==> src/rtl/stack_arbiter.sv <==
// Shares one synchronous single-port stack memory between two requesters.
// Round-robin arbitration, IDLE/EXEC/RESP sequencing, sticky overflow/underflow flags.
module stack_arbiter #(
  parameter int DATA_W = 32,
  parameter int DEPTH  = 10,
  parameter int PTR_W  = 4
) (
  input  logic              clk,
  input  logic              rst,
  input  logic              req0_push,
  input  logic              req0_pop,
  input  logic [DATA_W-1:0] req0_data,
  output logic              ack0,
  input  logic              req1_push,
  input  logic              req1_pop,
  input  logic [DATA_W-1:0] req1_data,
  output logic              ack1,
  output logic              err,
  output logic [DATA_W-1:0] rd_data,
  output logic [PTR_W-1:0]  count,
  output logic              full,
  output logic              empty,
  output logic              ovrflw,
  output logic              undrflw,
  output logic              mem_we,
  output logic [PTR_W-1:0]  mem_addr,
  output logic [DATA_W-1:0] mem_wdata,
  input  logic [DATA_W-1:0] mem_rdata,
  output logic [1:0]        dbg_state_o
);
  // Handshake: a requester holds push/pop/data until its one-cycle ack; the
  // request is sampled only in IDLE, so anything still high there is a new op.
  typedef enum logic [1:0] {IDLE = 2'd0, EXEC = 2'd1, RESP = 2'd2} state_t;
  typedef enum logic [1:0] {OP_PUSH = 2'd0, OP_POP = 2'd1, OP_ILL = 2'd2} op_t;

  localparam logic [PTR_W-1:0] DEPTH_P = PTR_W'(DEPTH);
  localparam logic [PTR_W-1:0] ONE_P   = PTR_W'(1);

  state_t            state_q, state_d;
  op_t               op_q, op_d;
  logic              win_q, win_d;
  logic              last_q, last_d;
  logic              rej_q, rej_d;
  logic              ovf_q, ovf_d;
  logic              udf_q, udf_d;
  logic [DATA_W-1:0] data_q, data_d;
  logic [DATA_W-1:0] rd_q, rd_d;
  logic [DATA_W-1:0] wdata_q, wdata_d;
  logic [PTR_W-1:0]  count_q, count_d;
  logic [PTR_W-1:0]  addr_q, addr_d;
  logic              p0, p1, gnt, w_push, w_pop;

  always_comb begin
    state_d = state_q;
    op_d    = op_q;
    win_d   = win_q;
    last_d  = last_q;
    rej_d   = rej_q;
    ovf_d   = ovf_q;
    udf_d   = udf_q;
    data_d  = data_q;
    rd_d    = rd_q;
    wdata_d = wdata_q;
    count_d = count_q;
    addr_d  = addr_q;
    mem_we  = 1'b0;
    ack0    = 1'b0;
    ack1    = 1'b0;
    err     = 1'b0;
    p0      = req0_push | req0_pop;
    p1      = req1_push | req1_pop;
    gnt     = (p0 && p1) ? ~last_q : p1;
    w_push  = gnt ? req1_push : req0_push;
    w_pop   = gnt ? req1_pop  : req0_pop;
    case (state_q)
      IDLE: begin
        if (p0 || p1) begin
          win_d   = gnt;
          last_d  = gnt;
          data_d  = gnt ? req1_data : req0_data;
          op_d    = (w_push && w_pop) ? OP_ILL : (w_push ? OP_PUSH : OP_POP);
          state_d = EXEC;
        end
      end
      EXEC: begin
        state_d = RESP;
        rej_d   = 1'b0;
        case (op_q)
          OP_PUSH: begin
            if (count_q < DEPTH_P) begin
              mem_we  = 1'b1;
              addr_d  = count_q;
              wdata_d = data_q;
              count_d = count_q + ONE_P;
            end else begin
              rej_d = 1'b1;
              ovf_d = 1'b1;
            end
          end
          OP_POP: begin
            if (count_q != '0) begin
              addr_d  = count_q - ONE_P;
              count_d = count_q - ONE_P;
            end else begin
              rej_d = 1'b1;
              udf_d = 1'b1;
            end
          end
          default: rej_d = 1'b1;
        endcase
      end
      RESP: begin
        state_d = IDLE;
        ack0    = ~win_q;
        ack1    = win_q;
        err     = rej_q;
        if (rej_q) rd_d = '0;
        else if (op_q == OP_POP) rd_d = mem_rdata;
      end
      default: state_d = IDLE;
    endcase
    // Reset aborts whatever is in flight: no write, no completion.
    if (rst) begin
      mem_we = 1'b0;
      ack0   = 1'b0;
      ack1   = 1'b0;
      err    = 1'b0;
    end
  end

  always_ff @(posedge clk) begin
    if (rst) begin
      state_q <= IDLE;
      op_q    <= OP_PUSH;
      win_q   <= 1'b0;
      last_q  <= 1'b1;
      rej_q   <= 1'b0;
      ovf_q   <= 1'b0;
      udf_q   <= 1'b0;
      data_q  <= '0;
      rd_q    <= '0;
      wdata_q <= '0;
      count_q <= '0;
      addr_q  <= '0;
    end else begin
      state_q <= state_d;
      op_q    <= op_d;
      win_q   <= win_d;
      last_q  <= last_d;
      rej_q   <= rej_d;
      ovf_q   <= ovf_d;
      udf_q   <= udf_d;
      data_q  <= data_d;
      rd_q    <= rd_d;
      wdata_q <= wdata_d;
      count_q <= count_d;
      addr_q  <= addr_d;
    end
  end

  assign rd_data     = rd_d;
  assign count       = count_q;
  assign full        = (count_q == DEPTH_P);
  assign empty       = (count_q == '0);
  assign ovrflw      = ovf_q;
  assign undrflw     = udf_q;
  assign mem_addr    = addr_d;
  assign mem_wdata   = wdata_d;
  assign dbg_state_o = state_q;
endmodule
==> config.mk <==
export PLATFORM = sky130hd
export DESIGN_NAME = stack_arbiter
export DESIGN_NICKNAME = d
export VERILOG_FILES = /design/src/rtl/stack_arbiter.sv
export SDC_FILE = /design/constraint.sdc
export NUM_CORES = 1
export LEC_CHECK = 0
export CAP_MARGIN = 10
export CORE_MARGIN = 2
export CORE_UTILIZATION = 44
export DETAILED_ROUTE_END_ITERATION = 6
export GPL_ROUTABILITY_DRIVEN = 0
export PLACE_DENSITY = 0.8
export SLEW_MARGIN = 20
export SYNTH_ARGS = -nofsm -noshare
export SYNTH_HDL_FRONTEND = slang
export SYNTH_SLANG_ARGS = --single-unit
export TNS_END_PERCENT = 5
==> constraint.sdc <==
create_clock -name clk -period 2.8 [get_ports clk]
set_clock_uncertainty 0.15 [all_clocks]
set_input_delay 0.7 -clock clk [delete_from_list [all_inputs] [get_ports clk]]
set_output_delay 0.7 -clock clk [all_outputs]
set_load 0.02 [all_outputs]
==> flow_summary.json <==
{
  "cellPowerDensity_nw_per_um2": 610,
  "total_leakage_power_uw": 0.00354,
  "die_x_um": 110,
  "min_period_over_period_pct": 104,
  "grt_pass1_wl_mm": 19.9,
  "drive_above_1_share_pct": 30.5,
  "slew_headroom_pct": 58.4,
  "ys_seq_elements": 113,
  "portBuffers": 183,
  "grt_pass1_vias": 4147,
  "syn_nets": 614,
  "cp_slowest_cell": "dfxtp_4",
  "hold_buffers": 0,
  "grt_use_total_pct": 21.4,
  "num_rows": 38,
  "hold_ws_ps": 322,
  "synth_edf_count": 0,
  "cts_root_buf": "clkbuf_8",
  "die_h_um": 110,
  "dp_hpwl_mm": 9.19,
  "ant_nets": 0,
  "drtIter0Drc": 186,
  "async_flop_share_pct": 0,
  "vias": 4505,
  "finalHoldViolCount": 0,
  "initial_core_util_pct": 45.3,
  "arrival_ps": 2060,
  "cap_violations": 0,
  "max_freq_ghz": 0.343,
  "num_antenna_cells": 0,
  "synth-main-ff-cell": "dfxtp_1",
  "layout_commonest_cell": "nor2_1",
  "final-max-slew-violation-count": 0,
  "worstSetupPathType": "flop to primary output",
  "htree_levels": 4,
  "synth_top_area_share_pct": 45.9,
  "violations": "negative setup slack",
  "die-area_um2": 12100,
  "cts_tree": "yes",
  "coreArea_um2": 10900,
  "totalPowerFinal_uw": 4980,
  "rsz0062_at_grt": "yes",
  "clock_sinks": 113,
  "ys_seq_area_share_pct": 45.9,
  "critPathLaunchType": "flop",
  "crit_family": "buffers and inverters",
  "tightest_slew_ps": 625,
  "max_stage_delay_ps": 350,
  "yosysTopAreaCell": "dfxtp_1",
  "setup_viol": 41,
  "fillers": 725,
  "antenna_found_initial": 0,
  "wl_per_cell_um": 16.6,
  "yosys_warnings": 0,
  "layoutNonFillerInstCount": 880,
  "crit_path_end_kind": "primary output",
  "syn_to_final_growth_pct": 65.5,
  "outcome": "finished, violations left",
  "seqCellArea_um2": 2280,
  "ctsLongestPathBuffers": 2,
  "gr-total-overflow": 0,
  "path_max_fanout": 7,
  "vias_per_cell": 5.12,
  "numCtsBuffers": 17,
  "path_buf_inv": 4,
  "syn_area_per_cell_um2": 9.68,
  "synthDistinctLibCells": 45,
  "crit_chain": "nand2b_4 -> nor2_4 -> buf_12 -> clkbuf_16 -> buf_6 -> mux2i_2 -> nor2_1 -> buf_4",
  "holdCritPathClass": "flop to flop",
  "final_nets": 833,
  "drc": 0,
  "grt_max_degree": 62,
  "vdd_drop_max_uv": 280,
  "io_pins": 184,
  "multi_input_area_um2": 2840,
  "min_period_ps": 2910,
  "tns_ps": -1360,
  "fin_ws_ps": -113,
  "drt-total-wl_mm": 14.6,
  "synthTopCellsByArea": "dfxtp_1 46%, mux2i_1 13%, nor2_1 8.7%",
  "syn_area_um2": 4930,
  "dpl_worst_slack_ps": -80.1,
  "clkSlewWorstSetupHoldPaths_ps": 50,
  "place_inst": 828,
  "drt-pass1-iter-count": 4,
  "critPathRequiredTime_ps": 1950,
  "clk_latency_ps": 500,
  "final_cell_mix": "112 x nor2_1, 108 x clkdlybuf4s50_1, 106 x dfxtp_1, 39 x buf_4, 36 x buf_2",
  "syn_inst": 509
}
==> registers in the layout, summed over array words and instances, names as in the netlist <==
signal,flops
addr_q,4
count,4
data_q,32
dbg_state_o,2
last_q,1
op_q,2
ovrflw,1
rd_q,32
rej_q,1
undrflw,1
wdata_q,32
win_q,1
==> Yosys cell counts, drive strengths merged (4+ instances only) <==
cell,n
mux2i,66
nor2,115
nor3,10
a211oi,36
inv,9
a21oi,6
o21ai,7
xnor2,4
mux2,33
dfxtp,113
clkbuf,12
nor2b,34
buf,25
==> area by class of cell <==
type | instances | share of cell area, %
multi-input combinational | 350 | 34.9
sequential | 113 | 28.0
timing repair buffer | 237 | 27.5
clock buffer | 17 | 5.08
tap | 140 | 2.15
clock inverter | 14 | 2.06
inverter | 9 | 0.414
==> final timing paths <==
check	from	end	slack, ps	cells after the start
max	dbg_state_o[0]	rd_data[19]	-110	8
min	undrflw	undrflw	320	2
max reg2reg	op_q[1]	count[2]	890	6
min reg2reg	undrflw	undrflw	320	2
==> routing by layer <==
layer	up-vias	track usage (%)	wire, µm
li1	2204	-	-
met1	2096	24.5	5760
met2	182	35.3	7400
met3	23	8.00	1280
met4	0	10.0	215
met5	-	0	0
==> power by group <==
group	internal, µW	switching (µW)
Combinational	568	540
Sequential	1720	59.2
Clock	1340	744
==> logic make-up after synthesis <==
| kind of cell | count (synthesis) | synth area share [%] |
|---|---|---|
| and+or+nand+nor | 183 | 17.8 |
| DFF | 113 | 45.9 |
| muxes | 99 | 20.9 |
| AOI/OAI and AO/OA | 61 | 9.27 |
| buffers and inverters | 46 | 4.62 |
| xor gates and xnor gates | 4 | 0.711 |
| adders and majority gates | 3 | 0.762 |
==> through the flow <==
stage | instance area [µm²] | utilization [%]
2_1_floorplan | 4930 | -
3_3_place_gp | 7100 | 65.2
3_5_place_dp | 7100 | 65.2
4_1_cts | 7720 | 70.9
5_1_grt | 8160 | 74.9
6_report | 8160 | 74.9
==> timing repair <==
item,4_1_cts,5_1_grt
buffers inserted,1,14
gates resized for setup,111,267
endpoints found under the setup margin,74,69
cloned,2,4
pin swaps,2,5
==> worst register-to-register path, cell delays in order, from the launching register on <==
cell      delay, ps
dfxtp_4         360
buf_4           130
nor3b_2         380
o211ai_4        140
buf_4           200
or3_1           350
a21oi_1         140
No activity file was read; power rests on OpenSTA's default activity.
